[src/rtl/key_switch_pkg.sv]
// Shared register-map constants for the key/switch input peripheral.
package key_switch_pkg;
    localparam logic KEY_OFS_LEVEL = 1'b0;
    localparam logic KEY_OFS_FLAG  = 1'b1;
    localparam int   KEY_REG_W     = 32;
endpackage

[src/rtl/debounce_cell.sv]
// One input channel: two-flop synchronizer, hold-time debounce counter and a
// one-cycle pulse coincident with the stable level's 0->1 transition.
module debounce_cell #(
    parameter int DEBOUNCE_CYCLES = 100000,
    parameter int CNT_W           = $clog2(DEBOUNCE_CYCLES)
) (
    input  logic clk,
    input  logic rst,
    input  logic raw_in,
    output logic stable_out,
    output logic rise_pulse
);
    localparam logic [CNT_W-1:0] CNT_MAX = CNT_W'(DEBOUNCE_CYCLES - 1);

    logic             sync1, sync2;
    logic [CNT_W-1:0] cnt;
    logic             accept;

    assign accept     = (sync2 != stable_out) && (cnt == CNT_MAX);
    // Asserted in the cycle whose edge raises stable_out, so a flag set by it
    // lands on the same edge as the level.
    assign rise_pulse = accept & sync2;

    always_ff @(posedge clk or negedge rst) begin
        if (!rst) begin
            sync1      <= 1'b0;
            sync2      <= 1'b0;
            stable_out <= 1'b0;
            cnt        <= '0;
        end else begin
            sync1 <= raw_in;
            sync2 <= sync1;
            if (sync2 == stable_out) begin
                cnt <= '0;
            end else if (accept) begin
                stable_out <= sync2;
                cnt        <= '0;
            end else begin
                cnt <= cnt + 1'b1;
            end
        end
    end
endmodule

[src/rtl/key_switch_memory.sv]
// Memory-mapped switch/button input port: debounced levels at offset 0,
// sticky write-1-to-clear button press flags at offset 1.
module key_switch_memory
    import key_switch_pkg::*;
#(
    parameter int NUM_SW          = 8,
    parameter int NUM_BTN         = 4,
    parameter int DEBOUNCE_CYCLES = 100000,
    parameter int CNT_W           = $clog2(DEBOUNCE_CYCLES)
) (
    input  logic                 clk,
    input  logic                 rst,
    input  logic [31:0]          addr,
    input  logic [31:0]          data_in,
    output logic [31:0]          data_out,
    input  logic                 KeyMemoryWr,
    input  logic                 KeyMemoryRd,
    input  logic [NUM_SW-1:0]    sw_in,
    input  logic [NUM_BTN-1:0]   btn_in
);
    localparam int NUM_IN = NUM_SW + NUM_BTN;

    logic [NUM_IN-1:0]  raw;
    logic [NUM_IN-1:0]  levels;
    logic [NUM_IN-1:0]  rise;
    logic [NUM_BTN-1:0] flags;
    logic [NUM_BTN-1:0] clr;
    logic               unused_bits;

    assign raw = {btn_in, sw_in};

    for (genvar g = 0; g < NUM_IN; g++) begin : g_cell
        debounce_cell #(
            .DEBOUNCE_CYCLES(DEBOUNCE_CYCLES),
            .CNT_W          (CNT_W)
        ) u_cell (
            .clk       (clk),
            .rst       (rst),
            .raw_in    (raw[g]),
            .stable_out(levels[g]),
            .rise_pulse(rise[g])
        );
    end

    assign clr = (KeyMemoryWr && addr[2] == KEY_OFS_FLAG) ? data_in[NUM_BTN-1:0] : '0;

    // Set is ORed in after the clear so a press edge beats a same-cycle W1C.
    always_ff @(posedge clk or negedge rst) begin
        if (!rst) flags <= '0;
        else      flags <= (flags & ~clr) | rise[NUM_IN-1:NUM_SW];
    end

    always_comb begin
        data_out = '0;
        if (KeyMemoryRd) begin
            if (addr[2] == KEY_OFS_LEVEL) data_out = KEY_REG_W'(levels);
            else                          data_out = KEY_REG_W'(flags);
        end
    end

    assign unused_bits = ^{addr[31:3], addr[1:0], data_in[31:NUM_BTN], rise[NUM_SW-1:0]};
endmodule

[config.mk]
export PLATFORM = sky130hd
export DESIGN_NAME = key_switch_memory
export DESIGN_NICKNAME = d
export VERILOG_FILES = /design/src/rtl/key_switch_pkg.sv /design/src/rtl/debounce_cell.sv /design/src/rtl/key_switch_memory.sv
export SDC_FILE = /design/constraint.sdc
export NUM_CORES = 1
export LEC_CHECK = 0
export BUFFER_PORTS_ARGS = -buffer_cell sky130_fd_sc_hd__buf_4
export CAP_MARGIN = 20
export CORE_ASPECT_RATIO = 0.5
export CORE_MARGIN = 8
export CORE_UTILIZATION = 52
export CTS_CLUSTER_DIAMETER = 50
export DETAILED_ROUTE_END_ITERATION = 8
export HOLD_SLACK_MARGIN = 0.12
export PLACE_DENSITY = 0.74
export SLEW_MARGIN = 20
export SYNTH_ARGS = -nofsm -noshare
export SYNTH_HDL_FRONTEND = slang
export SYNTH_SLANG_ARGS = --single-unit
[constraint.sdc]
create_clock -name clk -period 2.3 [get_ports clk]
set_input_delay 0.115 -clock clk [delete_from_list [all_inputs] [get_ports clk]]
set_output_delay 0.115 -clock clk [all_outputs]
set_load 0.005 [all_outputs]
==> qor.txt, run 1 <==
htree depth -> 1
Worst setup endpoint -> g_cell[0].u_cell.stable_out
antenna-violating nets left -> 0
# rows -> 38
fin crit share -> 95.31%
Worst-path clk slew -> 70 ps
R2R Path Start -> g_cell[0].u_cell.cnt[12]
WL per Instance -> 14.59 um
Avg Synthesized Cell Area -> 10.10 um^2
number of fill cells -> 1736
antenna diode count -> 0
maxcap violations -> 0
Die H -> 121.8 um
Vias/cell -> 5.549
Fin Setup TNS -> 0 ps
CTS tree -> yes
core area -> 21820 um^2
Worst EP arrival -> 2570 ps
Post-Route WL -> 22500 um
CP max stage delay -> 510 ps
vias in the first global route -> 8381
Chip Width -> 227.5 um
Sink Count -> 244
FMAX -> 0.4562 GHz
clock buffer depth -> 3
clock buffer count from CTS -> 23
top cells by area, synth -> dfrtp_1 (52%), xnor2_1 (8.0%), nor2_1 (6.6%), xor2_1 (5.6%), nand4_1 (4.1%)
nets@finish -> 1319
Mapped Cells -> 1152
Port Buf Inserts -> 32
actual slew at the worst max-slew pin -> 731.2 ps
post-synthesis cell area -> 11630 um^2
Worst Setup Start Kind -> register
# setup viols final -> 0
vias post-DR -> 8556
Cell Pwr Density -> 653.0 nW/um^2
Worst setup EP type -> register
Seq cells post-synth -> 244
DP Cell Count -> 1481
top sig layer -> met4
pin count of the biggest net entering global routing -> 95
RSZ-0062 raised after global routing -> no
Initial Util -> 53.31%
slew margin rel. -> 51.25%
total gr overflow -> 0
FF-to-FF setup slack -> 110 ps
multi-input logic area -> 5269 um^2
DP HPWL -> 14820 um
total stage count of the critical path -> 4
synth unique cells -> 42
Post-CTS Setup Inserts -> 0
Max FO, Critical Path -> 5
Worst Path Buf+Inv -> 0
layout cells sized above 1 -> 9.340%
Final Critical Period -> 2192 ps
final worst clock skew -> 11.25 ps
CP Class -> reg2reg
Clock Root Buffer -> clkbuf_16
area grow syn2layout -> 14.16%
status -> completed
cell family with the largest share of critical-path delay -> simple AND/OR/NAND/NOR gates
register area -> 6106 um^2
DRC viols -> 0
routed length on met3 -> 889 um
Hold WC Path Type -> in2async
critical path cell sequence -> or4_1 -> or4_4 -> or3_4 -> mux2_4
CP startpoint -> g_cell[0].u_cell.cnt[12]
GP Congestion -> 0.8650
Worst R2R End -> g_cell[0].u_cell.stable_out
share of the synthesized area in the top cell type -> 52.48%
Starting DRT DRC Count -> 869
fin cells -> 1542
Clk Latency, worst-skew pair -> 510 ps
R2R depth -> 4
Global Route Usage Sum -> 16.39%
Peak supply drop -> 0.0003954 V
first-pass GRT wire length -> 39070 um
die area -> 27710 um^2
final count of hold timing violations -> 0
Seq/Total Area, Yosys -> 52.48%
TritonRoute pass-1 iters -> 5
I/O pin total -> 112
routed wl met2 -> 11050 um
sum of routed wire segments on met1 -> 10060 um
static leakage -> 5.483 nW
yosys warns -> 0
largest area contributor in the netlist -> dfrtp_1
Slowest-stage cell, CP -> or4_4
max-slew violations -> 0
CP required -> 2680 ps
initial antenna violation count -> 1
total power draw -> 8.674 mW
-- Yosys cell counts (all sizes together) --
cell type  instances
xnor2            106
nor4b              4
or4                9
a21oi             11
nand2             65
or4b               2
nor4              53
conb               1
dfrtp            244
mux2              12
or2                4
o41ai              1
o31ai              8
o21ai             14
nor4bb             9
nand4             77
or3               10
a22o               1
inv               23
buf               22
nand2b             3
and3              14
nor3              36
ha                12
nor2b              5
nand4b             6
nor2             206
nand3             66
and4              16
xor2              75
and2              11
clkbuf            22
mux2i              4
-- registers in the layout, indices dropped and copies added (netlist names) --
signal,flops
g_cell.u_cell.sync1,12
g_cell.u_cell.cnt,204
g_cell.u_cell.sync2,12
g_cell.u_cell.stable_out,12
flags,4
-- through the flow --
step,hold slack [ps],area (um^2),setup slack [ps],util [%]
6_report,234.4,13280,107.8,60.86
2_1_floorplan,-180.6,11710,133.8,-
4_1_cts,128.3,13260,109.9,60.77
5_1_grt,244.7,13280,57.02,60.86
3_3_place_gp,189.0,12300,142.4,56.36
3_5_place_dp,202.8,12300,132.2,56.36
-- layout by cell type, fill, tap and decap left out, types with 8 or more instances in the layout --
cell	n
xor2_1	75
nand2_1	65
buf_4	49
dfrtp_1	244
o21ai_0	8
xnor2_1	106
dlygate4sd3_1	21
nor4_1	53
or4_1	8
inv_1	23
clkbuf_16	23
conb_1	20
a21oi_1	11
nor4bb_1	9
and2_1	11
mux2_2	11
nand3_1	66
ha_1	12
and4_1	16
and3_1	13
or3_1	9
nor2_1	206
nand4_1	77
nor3_1	36
-- layer usage --
| metal | vias up | global-route usage, % |
|---|---|---|
| met5 | - | 0 |
| met4 | 0 | 4.627 |
| met3 | 35 | 2.471 |
| met2 | 183 | 28.22 |
| met1 | 4205 | 21.51 |
| li1 | 4133 | - |
-- worst min path at each step --
stage | cells past startpoint | to | slack [ps] | from
floorplan | 0 | flags[0] | -180 | rst
global placement | 1 | g_cell[4].u_cell.sync1 | 190 | rst
detailed placement | 1 | g_cell[4].u_cell.sync1 | 200 | rst
CTS | 4 | flags[0] | 130 | data_in[0]
global route | 2 | g_cell[6].u_cell.sync1 | 240 | sw_in[6]
finish | 2 | g_cell[4].u_cell.sync1 | 230 | rst
-- worst register-to-register path, stage by stage, from the launching register on --
cell     delay [ps]
dfrtp_1         420
or4_1           480
or4_4           510
or3_4           350
mux2_4          300
-- report_power, final --
part,internal [mW],switching (mW),total [mW]
Sequential,4.36,0.0745,4.44
Clock,2.28,1.60,3.87
Combinational,0.138,0.225,0.363
-- cell families (layout without fill, tap and decap cells) --
logic type | count (synthesis) | count (layout) | synth area share (%)
and+or+nand+nor | 596 | 596 | 26.22
DFF | 244 | 244 | 52.48
xor gates and xnor gates | 181 | 181 | 13.63
buffers and inverters | 67 | 138 | 2.850
AOI/OAI and AO/OA | 35 | 35 | 1.968
muxes | 16 | 16 | 1.538
adders and majority gates | 12 | 12 | 1.290
other | 1 | 20 | 0.03223
-- repair_timing --
item                                   in CTS  in global routing
endpoints found under the hold margin     104                  1
resized for setup                           0                  0
hold buffers                               19                  2
-- cell type report --
| cell class | count | area share [%] |
|---|---|---|
| clock inverters | 9 | 0.7347 |
| flip-flops and latches | 244 | 45.97 |
| inverters | 23 | 0.6500 |
| repair buffers | 75 | 5.068 |
| clock buffers | 31 | 5.087 |
| well taps | 300 | 2.826 |
| multi-input cells | 860 | 39.67 |
Power figures use the tool's default switching activity.
==> run 2, diff against run 1 <==
- PLACE_DENSITY: 0.74 -> 0.78
==> qor.txt, run 2 (synthesis results as in run 1) <==
status -> completed (unchanged)
internal power -> 6.934 mW (was 6.778 mW)
die area -> 27710 um^2 (unchanged)
htree depth -> 1 (unchanged)
most common cell after layout, fill and taps aside -> dfrtp_1 (unchanged)
static leakage -> 5.501 nW (was 5.483 nW)
area grow syn2layout -> 14.40% (was 14.16%)
number of flip-flops in the largest register -> 204 (unchanged)
antenna-violating nets left -> 0 (unchanged)
Peak supply drop -> 0.0004676 V (was 0.0003954 V)
# rows -> 38 (unchanged)
net load switching power -> 1.885 mW (was 1.896 mW)
Largest Register -> g_cell.u_cell.cnt (unchanged)
core area -> 21820 um^2 (unchanged)
logic gate share of total power -> 4.1% (was 4.2%)
clock buffer count from CTS -> 22 (was 23)
TritonRoute pass-1 iters -> 5 (unchanged)
Chip Width -> 227.5 um (unchanged)
maxcap violations -> 0 (unchanged)
final count of hold timing violations -> 0 (unchanged)
highest-count cells in the layout ignoring fill and taps -> dfrtp_1 (244), nor2_1 (206), xnor2_1 (106), nand4_1 (77), xor2_1 (75) (unchanged)
Sink Count -> 244 (unchanged)
nets@finish -> 1322 (was 1319)
CP Class -> reg2reg (unchanged)
Worst EP arrival -> 2580 ps (was 2570 ps)
# setup viols final -> 0 (unchanged)
Cell Pwr Density -> 662.6 nW/um^2 (was 653.0 nW/um^2)
WL per Instance -> 14.56 um (was 14.59 um)
vias in the first global route -> 8547 (was 8381)
Reg power frac -> 50.3% (was 51.2%)
DP HPWL -> 15110 um (was 14820 um)
clock buffer depth -> 3 (unchanged)
slew margin rel. -> 56.72% (was 51.25%)
Final Critical Period -> 2180 ps (was 2192 ps)
Post-Route WL -> 22500 um (about the same)
FMAX -> 0.4586 GHz (was 0.4562 GHz)
I/O pin total -> 112 (unchanged)
Vias/cell -> 5.550 (was 5.549)
max-slew violations -> 0 (unchanged)
R2R depth -> 4 (unchanged)
CP required -> 2700 ps (was 2680 ps)
pin count of the biggest net entering global routing -> 86 (was 95)
vias post-DR -> 8574 (was 8556)
Worst-path clk slew -> 70 ps (about the same)
first-pass GRT wire length -> 39320 um (was 39070 um)
fin crit share -> 94.80% (was 95.31%)
Global Route Usage Sum -> 16.58% (was 16.39%)
Max FO, Critical Path -> 5 (unchanged)
Worst setup EP type -> register (unchanged)
GP Congestion -> 0.8830 (was 0.8650)
Clock Root Buffer -> clkbuf_16 (unchanged)
Initial Util -> 53.31% (unchanged)
RSZ-0062 raised after global routing -> no (unchanged)
Worst Setup Start Kind -> register (unchanged)
final worst clock skew -> 11.78 ps (was 11.25 ps)
CTS tree -> yes (unchanged)
initial antenna violation count -> 0 (was 1)
layout cells sized above 1 -> 9.398% (was 9.340%)
Clk Latency, worst-skew pair -> 520 ps (was 510 ps)
Hold WC Path Type -> in2async (unchanged)
Port Buf Inserts -> 32 (unchanged)
antenna diode count -> 0 (unchanged)
total gr overflow -> 0 (unchanged)
Clk pwr share -> 45.5% (was 44.6%)
Finished Core Util -> 60.99% (was 60.86%)
Fin Setup TNS -> 0 ps (unchanged)
Die H -> 121.8 um (unchanged)
Starting DRT DRC Count -> 837 (was 869)
switching share of power -> 21.37% (was 21.86%)
actual slew at the worst max-slew pin -> 649.2 ps (was 731.2 ps)
DRC viols -> 0 (unchanged)
[run 2: per-layer routing]
metal	part of all wire, %	track usage (%)	wire, um	up-vias
met5	0	0	0	-
met4	2.6	5.425	585	0
met3	3.7	2.687	830	37
met2	49	28.53	10990	168
met1	45	21.38	10090	4225
li1	-	-	-	4144
[run 2: what timing repair did]
action,4_1_cts,5_1_grt
buffers inserted,0,0
setup endpoints to repair,0,0
hold buffers,21,0
hold endpoints to repair,177,0
resized for setup,0,0
[run 2: critical path: stages, from the launching register on]
cell and delay [ps]:
dfrtp_1 420, or4_1 470, or4_4 510, or3_4 360, mux2_4 300
[run 2: area by class of cell]
type / instances / area (um^2)
flip-flops and latches: 244 / 6106
clock buffers: 31 / 655.6
repair buffers: 79 / 678.2
well taps: 300 / 375.4
multi-input cells: 860 / 5269
fillers: 1725 / 8513
clock inverters: 8 / 140.1
inverters: 23 / 86.33
[run 2: worst paths after layout]
check	start	to	slack, ps
max	g_cell[0].u_cell.cnt[12]	g_cell[0].u_cell.stable_out	120
min	rst	g_cell[4].u_cell.cnt[3]	200
max reg2reg	g_cell[0].u_cell.cnt[12]	g_cell[0].u_cell.stable_out	120
min reg2reg	g_cell[0].u_cell.sync1	g_cell[0].u_cell.sync2	340
max in group asynchronous	rst	g_cell[3].u_cell.stable_out	1270
min in group clk	btn_in[1]	g_cell[9].u_cell.sync1	250
[run 2: power groups by stage]
| stage | Sequential (mW) | Clock [mW] | Combinational, mW |
|---|---|---|---|
| final | 4.44 | 4.02 | 0.364 |
| after global routing | 4.45 | 4.29 | 0.421 |
| after CTS | 4.44 | 4.11 | 0.373 |
| after detailed placement | 4.52 | 0 | 0.343 |
| after global placement | 4.51 | 0 | 0.330 |
| after floorplan | 4.50 | 0 | 0.183 |
[run 2: stage by stage]
step,cells,worst slack [ps],hold slack [ps],instance area (um^2),total power [mW]
final,1545,119.6,203.7,13310,8.819
after global routing,1545,80.43,228.5,13310,9.155
after CTS,1545,123.1,207.3,13310,8.919
after detailed placement,1485,126.0,171.9,12300,4.861
after global placement,1485,158.6,163.3,12300,4.841
after floorplan,1171,133.8,-180.6,11710,4.681
==> run 3, diff against run 2 <==
- CTS_BUF_LIST: default -> sky130_fd_sc_hd__clkbuf_8
==> qor.txt, run 3 (synthesis results as in run 1) <==
nets@finish -> 1336 (was 1322)
Max FO, Critical Path -> 5 (unchanged)
Sink Count -> 244 (unchanged)
GP Congestion -> 0.8830 (unchanged)
WL per Instance -> 14.28 um (was 14.56 um)
internal power -> 6.514 mW (was 6.934 mW)
CP startpoint -> g_cell[0].u_cell.cnt[12] (unchanged)
vias post-DR -> 8588 (was 8574)
Worst Setup Start Kind -> register (unchanged)
Largest Register -> g_cell.u_cell.cnt (unchanged)
logic gate share of total power -> 4.3% (was 4.1%)
FF-to-FF setup slack -> 120 ps (about the same)
# setup viols final -> 0 (unchanged)
Worst setup endpoint -> g_cell[0].u_cell.stable_out (unchanged)
CTS tree -> yes (unchanged)
post_cts resized -> 0 (unchanged)
actual slew at the worst max-slew pin -> 650.2 ps (was 649.2 ps)
Starting DRT DRC Count -> 829 (was 837)
htree depth -> 2 (was 1)
clock buffer depth -> 3 (unchanged)
R2R depth -> 4 (unchanged)
Cell Pwr Density -> 636.2 nW/um^2 (was 662.6 nW/um^2)
Vias/cell -> 5.481 (was 5.550)
Global Route Usage Sum -> 16.52% (was 16.58%)
Peak supply drop -> 0.0004054 V (was 0.0004676 V)
antenna-violating nets left -> 0 (unchanged)
CP required -> 2710 ps (was 2700 ps)
register area -> 6106 um^2 (unchanged)
Clk pwr share -> 43.1% (was 45.5%)
switching share of power -> 22.78% (was 21.37%)
I/O pin total -> 112 (unchanged)
Reg power frac -> 52.6% (was 50.3%)
sum of routed wire segments on met1 -> 10130 um (was 10090 um)
Port Buf Inserts -> 32 (unchanged)
maxcap violations -> 0 (unchanged)
Post-Route WL -> 22370 um (was 22500 um)
total gr overflow -> 0 (unchanged)
Clk Latency, worst-skew pair -> 530 ps (was 520 ps)
Worst R2R End -> g_cell[0].u_cell.stable_out (unchanged)
clock buffer count from CTS -> 36 (was 22)
die area -> 27710 um^2 (unchanged)
Hold WC Path Type -> in2async (unchanged)
pin count of the biggest net entering global routing -> 86 (unchanged)
Clock Root Buffer -> clkbuf_8 (was clkbuf_16)
number of flip-flops in the largest register -> 204 (unchanged)
Worst-path clk slew -> 70 ps (about the same)
FMAX -> 0.4577 GHz (was 0.4586 GHz)
initial antenna violation count -> 0 (unchanged)
Fin Setup TNS -> 0 ps (unchanged)
DP HPWL -> 15110 um (unchanged)
number of fill cells -> 1734 (was 1725)
multi-input logic area -> 5269 um^2 (unchanged)
TritonRoute pass-1 iters -> 5 (unchanged)
Final Critical Period -> 2185 ps (was 2180 ps)
RSZ-0062 raised after global routing -> no (unchanged)
first-pass GRT wire length -> 39210 um (was 39320 um)
highest-count cells in the layout ignoring fill and taps -> dfrtp_1 (244), nor2_1 (206), xnor2_1 (106), nand4_1 (77), xor2_1 (75) (unchanged)
routed wl met2 -> 10670 um (was 10990 um)
DRC viols -> 0 (unchanged)
net load switching power -> 1.922 mW (was 1.885 mW)
area grow syn2layout -> 13.96% (was 14.40%)
CP Class -> reg2reg (unchanged)
routed length on met3 -> 1008 um (was 830 um)
slew margin rel. -> 56.65% (was 56.72%)
core area -> 21820 um^2 (unchanged)
Worst EP arrival -> 2590 ps (was 2580 ps)
Finished Cell Area -> 13260 um^2 (was 13310 um^2)
final worst clock skew -> 25.96 ps (was 11.78 ps)
Worst setup EP type -> register (unchanged)
max-slew violations -> 0 (unchanged)
Placement Cell Area -> 12300 um^2 (unchanged)
Initial Util -> 53.31% (unchanged)
# rows -> 38 (unchanged)
most common cell after layout, fill and taps aside -> dfrtp_1 (unchanged)
fin crit share -> 94.98% (was 94.80%)
vias in the first global route -> 8608 (was 8547)
R2R Path Start -> g_cell[0].u_cell.cnt[12] (unchanged)
top sig layer -> met4 (unchanged)
Chip Width -> 227.5 um (unchanged)
antenna diode count -> 0 (unchanged)
static leakage -> 5.531 nW (was 5.501 nW)
status -> completed (unchanged)
layout cells sized above 1 -> 10.34% (was 9.398%)
final count of hold timing violations -> 0 (unchanged)
Die H -> 121.8 um (unchanged)
## run 3: critical path, cell delays in order (launching register included)
cell     delay [ps]
dfrtp_1         430
or4_1           470
or4_4           510
or3_4           360
mux2_4          300
## run 3: power by group through the flow
stage	clock [mW]	combinational [mW]	sequential [mW]
6_report	3.63	0.363	4.44
3_5_place_dp	0	0.343	4.52
2_1_floorplan	0	0.183	4.50
3_3_place_gp	0	0.330	4.51
4_1_cts	3.74	0.372	4.44
5_1_grt	3.93	0.421	4.45
## run 3: worst min path at each step
| stage | start | endpoint | slack (ps) | cells after the start |
|---|---|---|---|---|
| after detailed placement | rst | g_cell[10].u_cell.cnt[10] | 170 | 1 |
| after CTS | rst | g_cell[8].u_cell.stable_out | 200 | 2 |
| final | rst | g_cell[8].u_cell.stable_out | 190 | 2 |
| after global placement | rst | g_cell[10].u_cell.cnt[7] | 160 | 1 |
| after floorplan | rst | flags[0] | -180 | 0 |
| after global routing | rst | g_cell[8].u_cell.stable_out | 200 | 2 |
## run 3: timing repair
| action | in CTS | in global routing |
|---|---|---|
| buffers inserted | 0 | 0 |
| hold buffers | 21 | 0 |
| setup endpoints to repair | 0 | 0 |
| hold endpoints to repair | 177 | 0 |
## run 3: per-stage QoR
step / std cells / worst slack (ps) / power, mW / hold slack [ps] / util, %
after floorplan: 1171 / 133.8 / 4.681 / -180.6 / -
after global placement: 1485 / 158.6 / 4.841 / 163.3 / 56.38
after detailed placement: 1485 / 126.0 / 4.861 / 171.9 / 56.38
after CTS: 1567 / 111.7 / 8.550 / 200.0 / 60.76
after global routing: 1567 / 77.88 / 8.800 / 199.5 / 60.76
final: 1567 / 115.4 / 8.436 / 186.3 / 60.76
## run 3: layout make-up
type,count,area share [%]
Sequential cell,244,46.05
Multi-Input combinational cell,860,39.74
Timing Repair Buffer,79,5.115
Clock buffer,46,4.775
Tap cell,300,2.831
Clock inverter,15,0.8399
Inverter,23,0.6511
## run 3: layer usage
layer	GRT usage, %	vias up
met1	21.27	4192
li1	-	4180
met2	27.75	167
met4	5.225	0
met5	0	-
met3	3.695	49
